`config.mk`:
```
export PLATFORM = sky130hd
export DESIGN_NAME = queue_block_ctrl
export DESIGN_NICKNAME = d
export VERILOG_FILES = /design/src/rtl/queue_block_ctrl.sv
export SDC_FILE = /design/constraint.sdc
export NUM_CORES = 1
export LEC_CHECK = 0
export ABC_CLOCK_PERIOD_IN_PS = 1600
export BUFFER_PORTS_ARGS = -buffer_cell sky130_fd_sc_hd__buf_2
export CORE_ASPECT_RATIO = 0.6
export CORE_MARGIN = 8
export CORE_UTILIZATION = 48
export CTS_CLUSTER_SIZE = 14
export DETAILED_ROUTE_END_ITERATION = 6
export GPL_TIMING_DRIVEN = 1
export PLACE_DENSITY = 0.72
export SLEW_MARGIN = 5
export SYNTH_ARGS = -nofsm -noshare
export SYNTH_HDL_FRONTEND = slang
export SYNTH_SLANG_ARGS = --single-unit
export TNS_END_PERCENT = 1
```
`constraint.sdc`:
```
create_clock -name clk -period 1.6 [get_ports clk]
set_input_delay 0.48 -clock clk [delete_from_list [all_inputs] [get_ports clk]]
set_output_delay 0.48 -clock clk [all_outputs]
set_load 0.05 [all_outputs]
```
`src/rtl/queue_block_ctrl.sv`:
```
// Question-block animation phase and shared bump engine: drives per-block frame
// selects, lifts and drops a hit block over frame ticks, then marks it used.
module queue_block_ctrl #(
    parameter int NUM_BLOCKS    = 4,
    parameter int IDX_W         = 2,
    parameter int TOGGLE_FRAMES = 16,
    parameter int BUMP_HEIGHT   = 8
) (
    input  logic                  clk,
    input  logic                  rst_n,
    input  logic                  frame_tick,
    input  logic                  hit_valid,
    input  logic [IDX_W-1:0]      hit_idx,
    output logic                  hit_ready,
    input  logic                  clear_used,
    output logic [NUM_BLOCKS-1:0] animate_state,
    output logic [NUM_BLOCKS-1:0] used,
    output logic                  bump_active,
    output logic [IDX_W-1:0]      bump_idx,
    output logic [3:0]            bump_offset,
    output logic                  coin_pulse
);
    localparam int CNT_W = (TOGGLE_FRAMES > 1) ? $clog2(TOGGLE_FRAMES) : 1;

    typedef enum logic [1:0] {IDLE, UP, DOWN} state_t;

    state_t                state_q, state_d;
    logic [CNT_W-1:0]      frame_cnt_q, frame_cnt_d;
    logic                  phase_q, phase_d;
    logic [NUM_BLOCKS-1:0] used_q, used_d;
    logic [NUM_BLOCKS-1:0] anim_q, anim_d;
    logic                  active_q, active_d;
    logic [IDX_W-1:0]      bump_idx_q, bump_idx_d;
    logic [3:0]            offset_q, offset_d;
    logic                  coin_q, coin_d;
    logic                  hit_ok;
    logic                  bump_done;

    always_comb begin
        state_d     = state_q;
        frame_cnt_d = frame_cnt_q;
        phase_d     = phase_q;
        bump_idx_d  = bump_idx_q;
        offset_d    = offset_q;
        coin_d      = 1'b0;
        hit_ok      = 1'b0;
        bump_done   = 1'b0;

        if (frame_tick) begin
            if (frame_cnt_q == CNT_W'(TOGGLE_FRAMES - 1)) begin
                frame_cnt_d = '0;
                phase_d     = ~phase_q;
            end else begin
                frame_cnt_d = frame_cnt_q + 1'b1;
            end
        end

        // Index loop doubles as the range check, so out-of-range hits never match.
        for (int unsigned i = 0; i < NUM_BLOCKS; i++) begin
            if (hit_idx == IDX_W'(i) && !used_q[i]) hit_ok = 1'b1;
        end

        case (state_q)
            IDLE: begin
                if (hit_valid && hit_ok) begin
                    state_d    = UP;
                    bump_idx_d = hit_idx;
                    offset_d   = '0;
                    coin_d     = 1'b1;
                end
            end
            UP: begin
                if (frame_tick) begin
                    offset_d = offset_q + 4'd1;
                    if (offset_q + 4'd1 == 4'(BUMP_HEIGHT)) state_d = DOWN;
                end
            end
            DOWN: begin
                if (frame_tick) begin
                    offset_d = offset_q - 4'd1;
                    if (offset_q == 4'd1) begin
                        state_d   = IDLE;
                        bump_done = 1'b1;
                    end
                end
            end
            default: state_d = IDLE;
        endcase

        // Completion wins over a coincident clear for the bumped block only.
        used_d = clear_used ? '0 : used_q;
        for (int unsigned i = 0; i < NUM_BLOCKS; i++) begin
            if (bump_done && bump_idx_q == IDX_W'(i)) used_d[i] = 1'b1;
        end

        active_d = (state_d != IDLE);
        for (int unsigned i = 0; i < NUM_BLOCKS; i++) begin
            anim_d[i] = (used_d[i] || (active_d && bump_idx_d == IDX_W'(i))) ? 1'b0 : phase_d;
        end
    end

    always_ff @(posedge clk or negedge rst_n) begin
        if (!rst_n) begin
            state_q     <= IDLE;
            frame_cnt_q <= '0;
            phase_q     <= 1'b0;
            used_q      <= '0;
            anim_q      <= '0;
            active_q    <= 1'b0;
            bump_idx_q  <= '0;
            offset_q    <= '0;
            coin_q      <= 1'b0;
        end else begin
            state_q     <= state_d;
            frame_cnt_q <= frame_cnt_d;
            phase_q     <= phase_d;
            used_q      <= used_d;
            anim_q      <= anim_d;
            active_q    <= active_d;
            bump_idx_q  <= bump_idx_d;
            offset_q    <= offset_d;
            coin_q      <= coin_d;
        end
    end

    assign hit_ready     = (state_q == IDLE);
    assign animate_state = anim_q;
    assign used          = used_q;
    assign bump_active   = active_q;
    assign bump_idx      = bump_idx_q;
    assign bump_offset   = offset_q;
    assign coin_pulse    = coin_q;
endmodule

```
==> results of run 1 <==
[cells by family (layout without fill, tap and decap cells)]
| family | after synthesis | count (layout) | synth area share (%) |
|---|---|---|---|
| AOI/OAI and AO/OA | 31 | 31 | 18.7 |
| and+or+nand+nor | 29 | 29 | 12.5 |
| DFF | 23 | 23 | 45.6 |
| buffers and inverters | 17 | 73 | 7.43 |
| adders and majority gates | 8 | 8 | 7.93 |
| muxes | 6 | 6 | 5.05 |
| xor gates and xnor gates | 4 | 4 | 2.78 |
[timing repair]
action / 4_1_cts / 5_1_grt
setup buffers: 5 / 3
resized for setup: 26 / 20
pin swaps: 7 / 9
endpoints found under the setup margin: 10 / 17
[layout by cell type, fill, tap and decap left out, types with 3 or more instances in the layout]
master	n
dfrtp_1	16
buf_4	31
ha_4	4
dfrtp_2	7
nand2_1	6
ha_1	4
buf_6	3
inv_2	3
buf_2	21
nor2_1	5
xor2_1	3
a21oi_1	3
o21ai_0	3
inv_1	10
nand3_1	3
clkbuf_8	3
[per-layer routing]
metal,GRT usage [%],vias to the layer above,routed length (um)
li1,-,536,-
met4,6.22,0,72
met2,25.3,75,2110
met1,24.1,620,1750
met5,0,-,0
met3,3.87,8,452
[area by class of cell]
type,count,area (sq um),share of cell area [%]
Clock inverter,1,7.51,0.391
Sequential cell,23,584,30.5
Inverter,13,48.8,2.54
Clock buffer,3,41.3,2.15
Timing Repair Buffer,56,387,20.2
Tap cell,32,40.0,2.09
Multi-Input combinational cell,78,810,42.2
[synth_stat cells, types with 2 or more instances]
cell	number
dfrtp_1	23
inv_1	13
ha_1	8
nand2_1	8
nor2_1	6
o21ai_0	5
a311oi_1	4
buf_6	4
a21oi_1	3
mux2_2	3
mux2i_1	3
nand3_1	3
xor2_1	3
a211o_1	2
a211oi_1	2
and2_2	2
nand4_1	2
nor2b_1	2
o22ai_1	2
o32ai_1	2
[critical path: cells and delay by family]
| kind | cells | cell delay [ns] |
|---|---|---|
| simple gates | 1 | 0.19 |
| mux | 2 | 0.59 |
| buf+inv | 2 | 0.28 |
| compound gates | 2 | 0.48 |
[through the flow]
step           setup WS [ns]  std cells  TNS [ns]  power [W]  utilization (%)
2_1_floorplan         -0.177        118    -0.876    0.00202                -
3_3_place_gp          -0.305        195     -1.93    0.00244             64.1
3_5_place_dp          -0.423        195     -2.73    0.00251             64.1
4_1_cts               -0.175        204    -0.799    0.00312             72.0
5_1_grt               -0.293        206     -2.81    0.00357             76.6
6_report              -0.258        206     -2.11    0.00342             76.6
[sequential cells by signal (all words and copies together), names as in the netlist]
signal and cells:
frame_cnt_q 4, used 4, coin_pulse 1, bump_idx 2
phase_q 1, state_q 2, bump_active 1, bump_offset 4
animate_state 4
[power by group through the flow]
| stage | combinational [W] | sequential [W] | clock (W) |
|---|---|---|---|
| 3_5_place_dp | 0.00157 | 0.000937 | 0 |
| 4_1_cts | 0.00180 | 0.000938 | 0.000381 |
| 3_3_place_gp | 0.00152 | 0.000914 | 0 |
| 6_report | 0.00206 | 0.000974 | 0.000386 |
| 5_1_grt | 0.00216 | 0.000991 | 0.000413 |
| 2_1_floorplan | 0.000745 | 0.00128 | 0 |
[path summary, 6_finish.rpt]
path,slack [ns],cells past startpoint,end,from
min reg2reg,0.55,1,frame_cnt_q[3]$_DFFE_PN0P_,frame_cnt_q[3]$_DFFE_PN0P_
min,0.17,1,used[2]$_DFF_PN0_,rst_n
max,-0.26,7,animate_state[1]$_DFF_PN0_,hit_idx[0]
min in group clk,0.53,2,used[1]$_DFF_PN0_,clear_used
max in group asynchronous,1.05,1,bump_offset[0]$_DFFE_PN0P_,rst_n
max reg2reg,-0.25,6,animate_state[1]$_DFF_PN0_,used[2]$_DFF_PN0_
==> out/metrics.cfg, run 1 <==
[route]
viasPerCell=6.01
dr_total_vias=1239
detailedRoute.firstPassIterationCount=4
avgRoutedWirePerCell_um=21.3
drtIter0Drc=118
detailed_route_drc_error_count=0
routed_wirelength_um=4390
postRouteAntennaNets=0

[power_and_ir_drop]
psw_w=0.00164
comb_power_share_pct=60.2
power_density_nw_per_um2=1780
pwr-share-seq_pct=28.5
intPower_w=0.00178
power_frac_clock_pct=11.3
p_sw_share_pct=47.9
p_leak_nw=0.892
vdd.ir_drop.worst_v=0.00124

[outcome]
run_status=finished, violations left
violations_in_the_final_reports=setup timing

[clock_tree]
tritoncts_clock_tree=built
cts-buffers-inserted=3
clock_path_buffers=2
insertion_delay_ns=0.28
clock_root_buffer_master=clkbuf_8
htreeDepth=1
clk_slew_on_worst_s_h_paths_ns=0.09
numClockSinks=23
hold_buffers=0

[sta]
max_slew_margin_pct=65.6
finalSetupViolations=16
clock.fmax_mhz=538
fin_ws_ns=-0.258
report.final.hold_viol_count=0
number_of_slew_limit_violations_in_the_final_report=0
grt_setup_unrepaired=yes
finalCritPeriodShare_pct=116
hold_worst_slack_ns=0.167
min_period_ns=1.86
worst_pin_slew_ns=0.515
fin_skew_ns=0.00797

[setup_path]
worstPathRequired_ns=1.77
worst-path-max-fanout=4
crit_path_cell_trace=buf_2 > mux2i_1 > a22oi_2 > nor2b_2 > mux2i_1 > inv_1 > a311oi_2
crit_path_frequent_cell=mux2i_1
criticalPathCategory=in -> reg
cp.arrival_ns=2.03
cp_slowest_cell=mux2i_1
crit_path_start_kind=input pin
critPathMaxStageDelay_ns=0.30
setup.worst_path.end_class=flip-flop

[synth]
synth_cell_type_count=38
yosys-top-cells-area=dfrtp_1, ha_1, inv_1
synth_seq_cells=23
postSynth.topFlopCell=dfrtp_1
gate_count_of_the_mapped_netlist=118
yosysSeqAreaShare_pct=45.6
synth_enable_flop_cells=0
synthDominantAreaCellType=dfrtp_1
yosys_warning_count=0
synth_largest_type_area_fraction_pct=45.6
synth_area_per_cell_sq_um=10.7
postSynth.asyncResetShare_pct=100
netlist_area_sq_um=1260
syn-num-nets=133

[place]
port-buffer-count=23
hpwl_um=2590
place.gp.congestion=0.825
placement.cell_area_sq_um=1610

[global_route]
grt_pass1_vias=1157
largest_net_degree_at_the_start_of_global_routing=24
groute.usage.overall_pct=17.4
grt_antenna_before_repair=0
grt_first_pass_wirelength_um=6110
grt_overflow=0

[floorplan]
die_width_um=82.2
die_height_um=55.7
top_level_ports=24
start_util_pct=50.4
row_count=14
fp.coreArea_sq_um=2500
die_area_sq_um=4580

[layout]
number_of_nets_in_the_finished_design=190
count_of_filler_cells_inserted_in_the_layout=153
final_design_area_no_fill_sq_um=1920
antenna_cells_inserted=0
post_route_cells_drive_above_1_share_pct=59.8
flow.area_growth_from_synthesis_pct=51.9

[hold_path]
hold_class=in -> async

[job]
max-cap-violations=0

(Power assumes the default switching activity.)
==> run 2, diff against run 1 <==
--- a/config.mk
+++ b/config.mk
@@ -9,11 +9,12 @@
 export BUFFER_PORTS_ARGS = -buffer_cell sky130_fd_sc_hd__buf_2
 export CORE_ASPECT_RATIO = 0.6
 export CORE_MARGIN = 8
-export CORE_UTILIZATION = 48
+export CORE_UTILIZATION = 51
+export CTS_BUF_LIST = sky130_fd_sc_hd__clkbuf_4
 export CTS_CLUSTER_SIZE = 14
 export DETAILED_ROUTE_END_ITERATION = 6
 export GPL_TIMING_DRIVEN = 1
-export PLACE_DENSITY = 0.72
+export PLACE_DENSITY = 0.76
 export SLEW_MARGIN = 5
 export SYNTH_ARGS = -nofsm -noshare
 export SYNTH_HDL_FRONTEND = slang
==> out/metrics.cfg, run 2 (synthesis gave the netlist of run 1 again) <==
[power_and_ir_drop]
p_sw_share_pct=47.4  ; -0.52 points
comb_power_share_pct=61.5  ; +1.3 points
vdd.ir_drop.worst_v=0.00116  ; -6.8%
pwr-share-seq_pct=29.6  ; +1.1 points
psw_w=0.00151  ; -7.8%
power_frac_clock_pct=8.9  ; -2.4 points
intPower_w=0.00167  ; -5.9%
p_leak_nw=0.872  ; -2.3%
power_density_nw_per_um2=1700  ; -4.7%

[layout]
multi_input_area_sq_um=741  ; -8.5%
mostFrequentLayoutCells=buf_4, buf_2, dfrtp_1, inv_1, nand2_1
count_of_filler_cells_inserted_in_the_layout=155  ; +1.3%
layout.area.seq_sq_um=584  ; unchanged
layout.cells.most_common=buf_4
flow.area_growth_from_synthesis_pct=48.6
number_of_nets_in_the_finished_design=193  ; +1.6%
final_design_area_no_fill_sq_um=1880  ; -2.2%
antenna_cells_inserted=0  ; unchanged
final_cell_utilization_of_the_core_pct=77.0  ; +0.46 points
post_route_cells_drive_above_1_share_pct=59.9  ; +0.12 points

[sta]
setup_tns_ns=-1.94  ; +0.172 ns
max_slew_margin_pct=65.0  ; -0.62 points
min_period_ns=1.92  ; +0.0570 ns
number_of_slew_limit_violations_in_the_final_report=0  ; unchanged
finalCritPeriodShare_pct=120  ; +3.6 points
fin_ws_ns=-0.315  ; -0.0570 ns
finalSetupViolations=14  ; -2
report.final.hold_viol_count=0  ; unchanged
clock.fmax_mhz=522  ; -3.0%
fin_skew_ns=0.00657  ; -0.00140 ns
worst_pin_slew_ns=0.523  ; +0.00748 ns
grt_setup_unrepaired=yes

[floorplan]
die_area_sq_um=4380  ; -4.5%
top_level_ports=24  ; unchanged
start_util_pct=51.8  ; +1.5 points
die_width_um=80.2  ; -2.4%
die_height_um=54.5  ; -2.1%
fp.coreArea_sq_um=2430  ; -2.8%
row_count=14  ; unchanged

[setup_path]
cp.arrival_ns=2.10  ; +0.07 ns
worstReg2RegStart=bump_offset[0]$_DFFE_PN0P_
worst-path-max-fanout=5  ; +1
crit_path_cell_trace=a21boi_1 > o2111ai_2 > a211o_2 > o22ai_4 > a311oi_2
number_of_cell_instances_on_the_worst_register_to_register_path=5  ; -1
critPathMaxStageDelay_ns=0.47  ; +0.17 ns
worstPathRequired_ns=1.79  ; +0.02 ns
setup.worst_path.end_class=flip-flop
cp_slowest_cell=dfrtp_2
criticalPathCategory=reg -> reg
worstReg2RegEnd=animate_state[1]$_DFF_PN0_
setup.reg_to_reg.worst_slack_ns=-0.32  ; -0.07 ns
crit_path_start_kind=flip-flop

[place]
port-buffer-count=23  ; unchanged
hpwl_um=2460  ; -5.0%
placement.cell_area_sq_um=1630  ; +1.4%
place.gp.congestion=0.941  ; +14%
placement.setup.worst_slack_ns=-0.440  ; -0.0171 ns

[outcome]
run_status=finished, violations left
violations_in_the_final_reports=setup timing

[hold_path]
hold_class=in -> async

[global_route]
largest_net_degree_at_the_start_of_global_routing=24  ; unchanged
grt_first_pass_wirelength_um=5600  ; -8.4%
grt_overflow=0  ; unchanged
grt_antenna_before_repair=0  ; unchanged
grt_pass1_vias=1140  ; -1.5%
groute.usage.overall_pct=16.8  ; -0.52 points

[clock_tree]
clock_root_buffer_master=clkbuf_4
insertion_delay_ns=0.32  ; +0.04 ns
tritoncts_clock_tree=built
clk_slew_on_worst_s_h_paths_ns=0.13  ; +0.04 ns
numClockSinks=23  ; unchanged
htreeDepth=1  ; unchanged
cts-buffers-inserted=3  ; unchanged
clock_path_buffers=2  ; unchanged

[route]
postRouteAntennaNets=0  ; unchanged
detailed_route_drc_error_count=0  ; unchanged
detailedRoute.firstPassIterationCount=4  ; unchanged
viasPerCell=5.71  ; -5.1%
drtIter0Drc=120  ; +1.7%
avgRoutedWirePerCell_um=18.6  ; -13%
routed_wirelength_um=3890  ; -11%
dr_total_vias=1193  ; -3.7%

[job]
max-cap-violations=0  ; unchanged

-- run 2: cell count changes in the layout (fill, tap and decap cells not counted), sizes merged --
cell and change:
buf +2, clkbuf +1
-- run 2: how the worst max path moves through the flow --
stage	slack, ns	start	endpoint
after global routing	-0.40	bump_offset[0]$_DFFE_PN0P_	animate_state[2]$_DFF_PN0_
after floorplan	-0.18	bump_offset[0]$_DFFE_PN0P_	animate_state[2]$_DFF_PN0_
after CTS	-0.18	bump_offset[1]$_DFFE_PN0P_	animate_state[2]$_DFF_PN0_
after global placement	-0.40	hit_idx[0]	animate_state[2]$_DFF_PN0_
after detailed placement	-0.44	hit_idx[0]	animate_state[2]$_DFF_PN0_
final	-0.32	bump_offset[0]$_DFFE_PN0P_	animate_state[1]$_DFF_PN0_
-- run 2: critical path: cells and delay by family (launching register included) --
kind / cells / cell delay [ns]
AO/OA/AOI/OAI: 5 / 1.32
flip-flops: 1 / 0.47
-- run 2: timing repair --
item / in CTS / in global routing
endpoints found under the hold margin: 0 / 0
endpoints found under the setup margin: 13 / 23
resized for setup: 21 / 23
buffers inserted: 4 / 3
hold buffers: 0 / 0
pin swaps: 7 / 4
-- run 2: area by class of cell --
class / count / share of cell area [%]
well taps: 32 / 2.13
flip-flops and latches: 23 / 31.2
clock inverters: 1 / 0.400
inverters: 13 / 2.60
multi-input cells: 78 / 39.5
repair buffers: 59 / 23.0
clock buffers: 3 / 1.20
-- run 2: through the flow --
step,power [W],hold slack [ns],std cells
CTS,0.00295,0.123,206
global placement,0.00247,0.473,198
finish,0.00318,0.103,209
floorplan,0.00202,0.184,118
global route,0.00335,0.141,209
detailed placement,0.00253,0.484,198
-- run 2: routing by layer --
metal  part of all wire (%)  global-route usage, %
met5                      0                      0
met4                    1.6                   4.49
met3                    6.6                   4.75
met2                     47                   25.9
met1                     45                   22.8
-- run 2: power groups by stage --
stage / combinational, W / clock (W) / sequential (W)
floorplan: 0.000745 / 0 / 0.00128
global placement: 0.00156 / 0 / 0.000913
detailed placement: 0.00160 / 0 / 0.000924
CTS: 0.00174 / 0.000288 / 0.000918
global route: 0.00208 / 0.000316 / 0.000961
finish: 0.00196 / 0.000282 / 0.000944
==> run 3, diff against run 2 <==
--- a/config.mk
+++ b/config.mk
@@ -5,16 +5,16 @@
 export SDC_FILE = /design/constraint.sdc
 export NUM_CORES = 1
 export LEC_CHECK = 0
-export ABC_CLOCK_PERIOD_IN_PS = 1600
+export ABC_CLOCK_PERIOD_IN_PS = 1800
 export BUFFER_PORTS_ARGS = -buffer_cell sky130_fd_sc_hd__buf_2
 export CORE_ASPECT_RATIO = 0.6
 export CORE_MARGIN = 8
-export CORE_UTILIZATION = 51
+export CORE_UTILIZATION = 56
 export CTS_BUF_LIST = sky130_fd_sc_hd__clkbuf_4
 export CTS_CLUSTER_SIZE = 14
 export DETAILED_ROUTE_END_ITERATION = 6
 export GPL_TIMING_DRIVEN = 1
-export PLACE_DENSITY = 0.76
+export PLACE_DENSITY = 0.8
 export SLEW_MARGIN = 5
 export SYNTH_ARGS = -nofsm -noshare
 export SYNTH_HDL_FRONTEND = slang
==> constraint.sdc (replaced) <==
create_clock -name clk -period 1.8 [get_ports clk]
set_input_delay 0.54 -clock clk [delete_from_list [all_inputs] [get_ports clk]]
set_output_delay 0.54 -clock clk [all_outputs]
set_load 0.05 [all_outputs]
==> out/metrics.cfg, run 3 (synthesis gave the netlist of run 1 again) <==
[power_and_ir_drop]
totalPowerFinal_w=0.00257  ; -19%
power_density_nw_per_um2=1580  ; -7.0%
power_frac_clock_pct=9.1  ; +0.2 points
intPower_w=0.00135  ; -19%
pwr-share-seq_pct=32.3  ; +2.7 points
comb_power_share_pct=58.6  ; -2.9 points
psw_w=0.00122  ; -19%
p_sw_share_pct=47.4  ; about the same
p_leak_nw=0.770  ; -12%
vdd.ir_drop.worst_v=0.000877  ; -24%

[floorplan]
die_area_sq_um=4080  ; -6.8%
fp.coreArea_sq_um=2150  ; -12%
die_width_um=77.3  ; -3.7%
row_count=13  ; -1
top_level_ports=24  ; unchanged
die_height_um=52.8  ; -3.2%
start_util_pct=58.8  ; +6.9 points

[route]
avgRoutedWirePerCell_um=17.0  ; -8.5%
drtIter0Drc=136  ; +13%
dr_total_vias=1069  ; -10%
detailed_route_drc_error_count=0  ; unchanged
viasPerCell=5.69  ; -0.38%
routed_wirelength_um=3200  ; -18%
detailedRoute.firstPassIterationCount=4  ; unchanged
postRouteAntennaNets=0  ; unchanged

[sta]
min_period_ns=1.82  ; -0.0966 ns
report.final.hold_viol_count=0  ; unchanged
worst_pin_slew_ns=0.518  ; -0.00482 ns
fin_skew_ns=0.00752  ; +0.000951 ns
number_of_slew_limit_violations_in_the_final_report=0  ; unchanged
finalCritPeriodShare_pct=101  ; -19 points
clock.fmax_mhz=550  ; +5.3%
grt_setup_unrepaired=yes
fin_ws_ns=-0.0185  ; +0.297 ns
finalSetupViolations=2  ; -12
max_slew_margin_pct=65.3  ; +0.32 points

[global_route]
grt_pass1_vias=1026  ; -10%
largest_net_degree_at_the_start_of_global_routing=24  ; unchanged
grt_first_pass_wirelength_um=5040  ; -10%
grt_antenna_before_repair=0  ; unchanged
groute.usage.overall_pct=15.5  ; -1.3 points
grt_overflow=0  ; unchanged

[layout]
flow.area_growth_from_synthesis_pct=28.9
mostFrequentLayoutCells=buf_2, dfrtp_1, buf_4, inv_1, nand2_1
layout.cells.most_common=buf_2
final_cell_utilization_of_the_core_pct=75.8  ; -1.2 points
post_route_cells_drive_above_1_share_pct=46.2  ; -14 points
antenna_cells_inserted=0  ; unchanged
number_of_nets_in_the_finished_design=174  ; -9.8%

[setup_path]
criticalPathCategory=reg -> reg
cp.arrival_ns=1.98  ; -0.12 ns
worst-path-max-fanout=6  ; +1
setup.worst_path.end_class=flip-flop
crit_path_start_kind=flip-flop
worstPathRequired_ns=1.97  ; +0.18 ns

[hold_path]
hold_class=in -> async

[clock_tree]
numClockSinks=23  ; unchanged
clock_path_buffers=2  ; unchanged
clk_slew_on_worst_s_h_paths_ns=0.11  ; -0.02 ns
htreeDepth=1  ; unchanged
insertion_delay_ns=0.30  ; -0.02 ns
cts-buffers-inserted=3  ; unchanged
clock_root_buffer_master=clkbuf_4
tritoncts_clock_tree=built
hold_buffers=0  ; unchanged

[place]
hpwl_um=2390  ; -2.9%
place.gp.congestion=0.813  ; -14%
port-buffer-count=23  ; unchanged

[outcome]
violations_in_the_final_reports=setup timing
run_status=finished, violations left

[job]
max-cap-violations=0  ; unchanged

## run 3: what timing repair did
action	in CTS	in global routing
endpoints found under the setup margin	9	10
buffers inserted	4	1
pin swaps	8	4
gates cloned	0	0
gates resized for setup	10	11
## run 3: critical path: stages, from the launching register on
cell and delay, ns:
dfrtp_2 0.43, buf_4 0.16, a21boi_1 0.16, o2111ai_2 0.18, a211o_2 0.37, o22ai_4 0.25
a311oi_1 0.14
## run 3: layout make-up
type | instances | area [sq um]
Clock buffer | 4 | 30.0
Fill cell | 145 | 519
Inverter | 13 | 48.8
Multi-Input combinational cell | 78 | 678
Sequential cell | 23 | 581
Tap cell | 30 | 37.5
Timing Repair Buffer | 40 | 253
## run 3: final timing paths
kind	cells past startpoint	end	slack [ns]	start
min in group clk	2	used[2]$_DFF_PN0_	0.49	clear_used
hold reg to reg	1	frame_cnt_q[3]$_DFFE_PN0P_	0.54	frame_cnt_q[3]$_DFFE_PN0P_
max in group asynchronous	1	bump_offset[1]$_DFFE_PN0P_	1.24	rst_n
setup reg to reg	6	animate_state[2]$_DFF_PN0_	-0.02	bump_offset[1]$_DFFE_PN0P_
hold / removal	1	animate_state[2]$_DFF_PN0_	0.19	rst_n
setup / recovery	6	animate_state[2]$_DFF_PN0_	-0.02	bump_offset[1]$_DFFE_PN0P_
## run 3: layer usage
metal / vias to the layer above / track usage, % / wire length (um) / share of wire [%]
met5: - / 0 / 0 / 0
met4: 0 / 2.80 / 13 / 0.41
met3: 2 / 6.51 / 321 / 10
met2: 48 / 25.7 / 1500 / 47
met1: 506 / 18.8 / 1370 / 43
li1: 513 / - / - / -
## run 3: through the flow
stage	hold slack [ns]	TNS, ns	setup WS [ns]	instance area (sq um)	std cells
after CTS	0.199	0	0.0000118	1590	187
after global placement	0.494	-0.608	-0.141	1490	179
final	0.190	-0.0285	-0.0185	1630	188
after global routing	0.207	-0.314	-0.0635	1630	188
after detailed placement	0.531	-1.59	-0.236	1490	179
after floorplan	0.244	0	0.00352	1290	118
## run 3: power groups by stage
stage                     sequential [W]  clock, W  combinational (W)
after detailed placement        0.000840         0            0.00131
after global routing            0.000850  0.000262            0.00161
after CTS                       0.000819  0.000244            0.00144
after floorplan                  0.00113         0           0.000638
after global placement          0.000829         0            0.00126
final                           0.000830  0.000235            0.00150
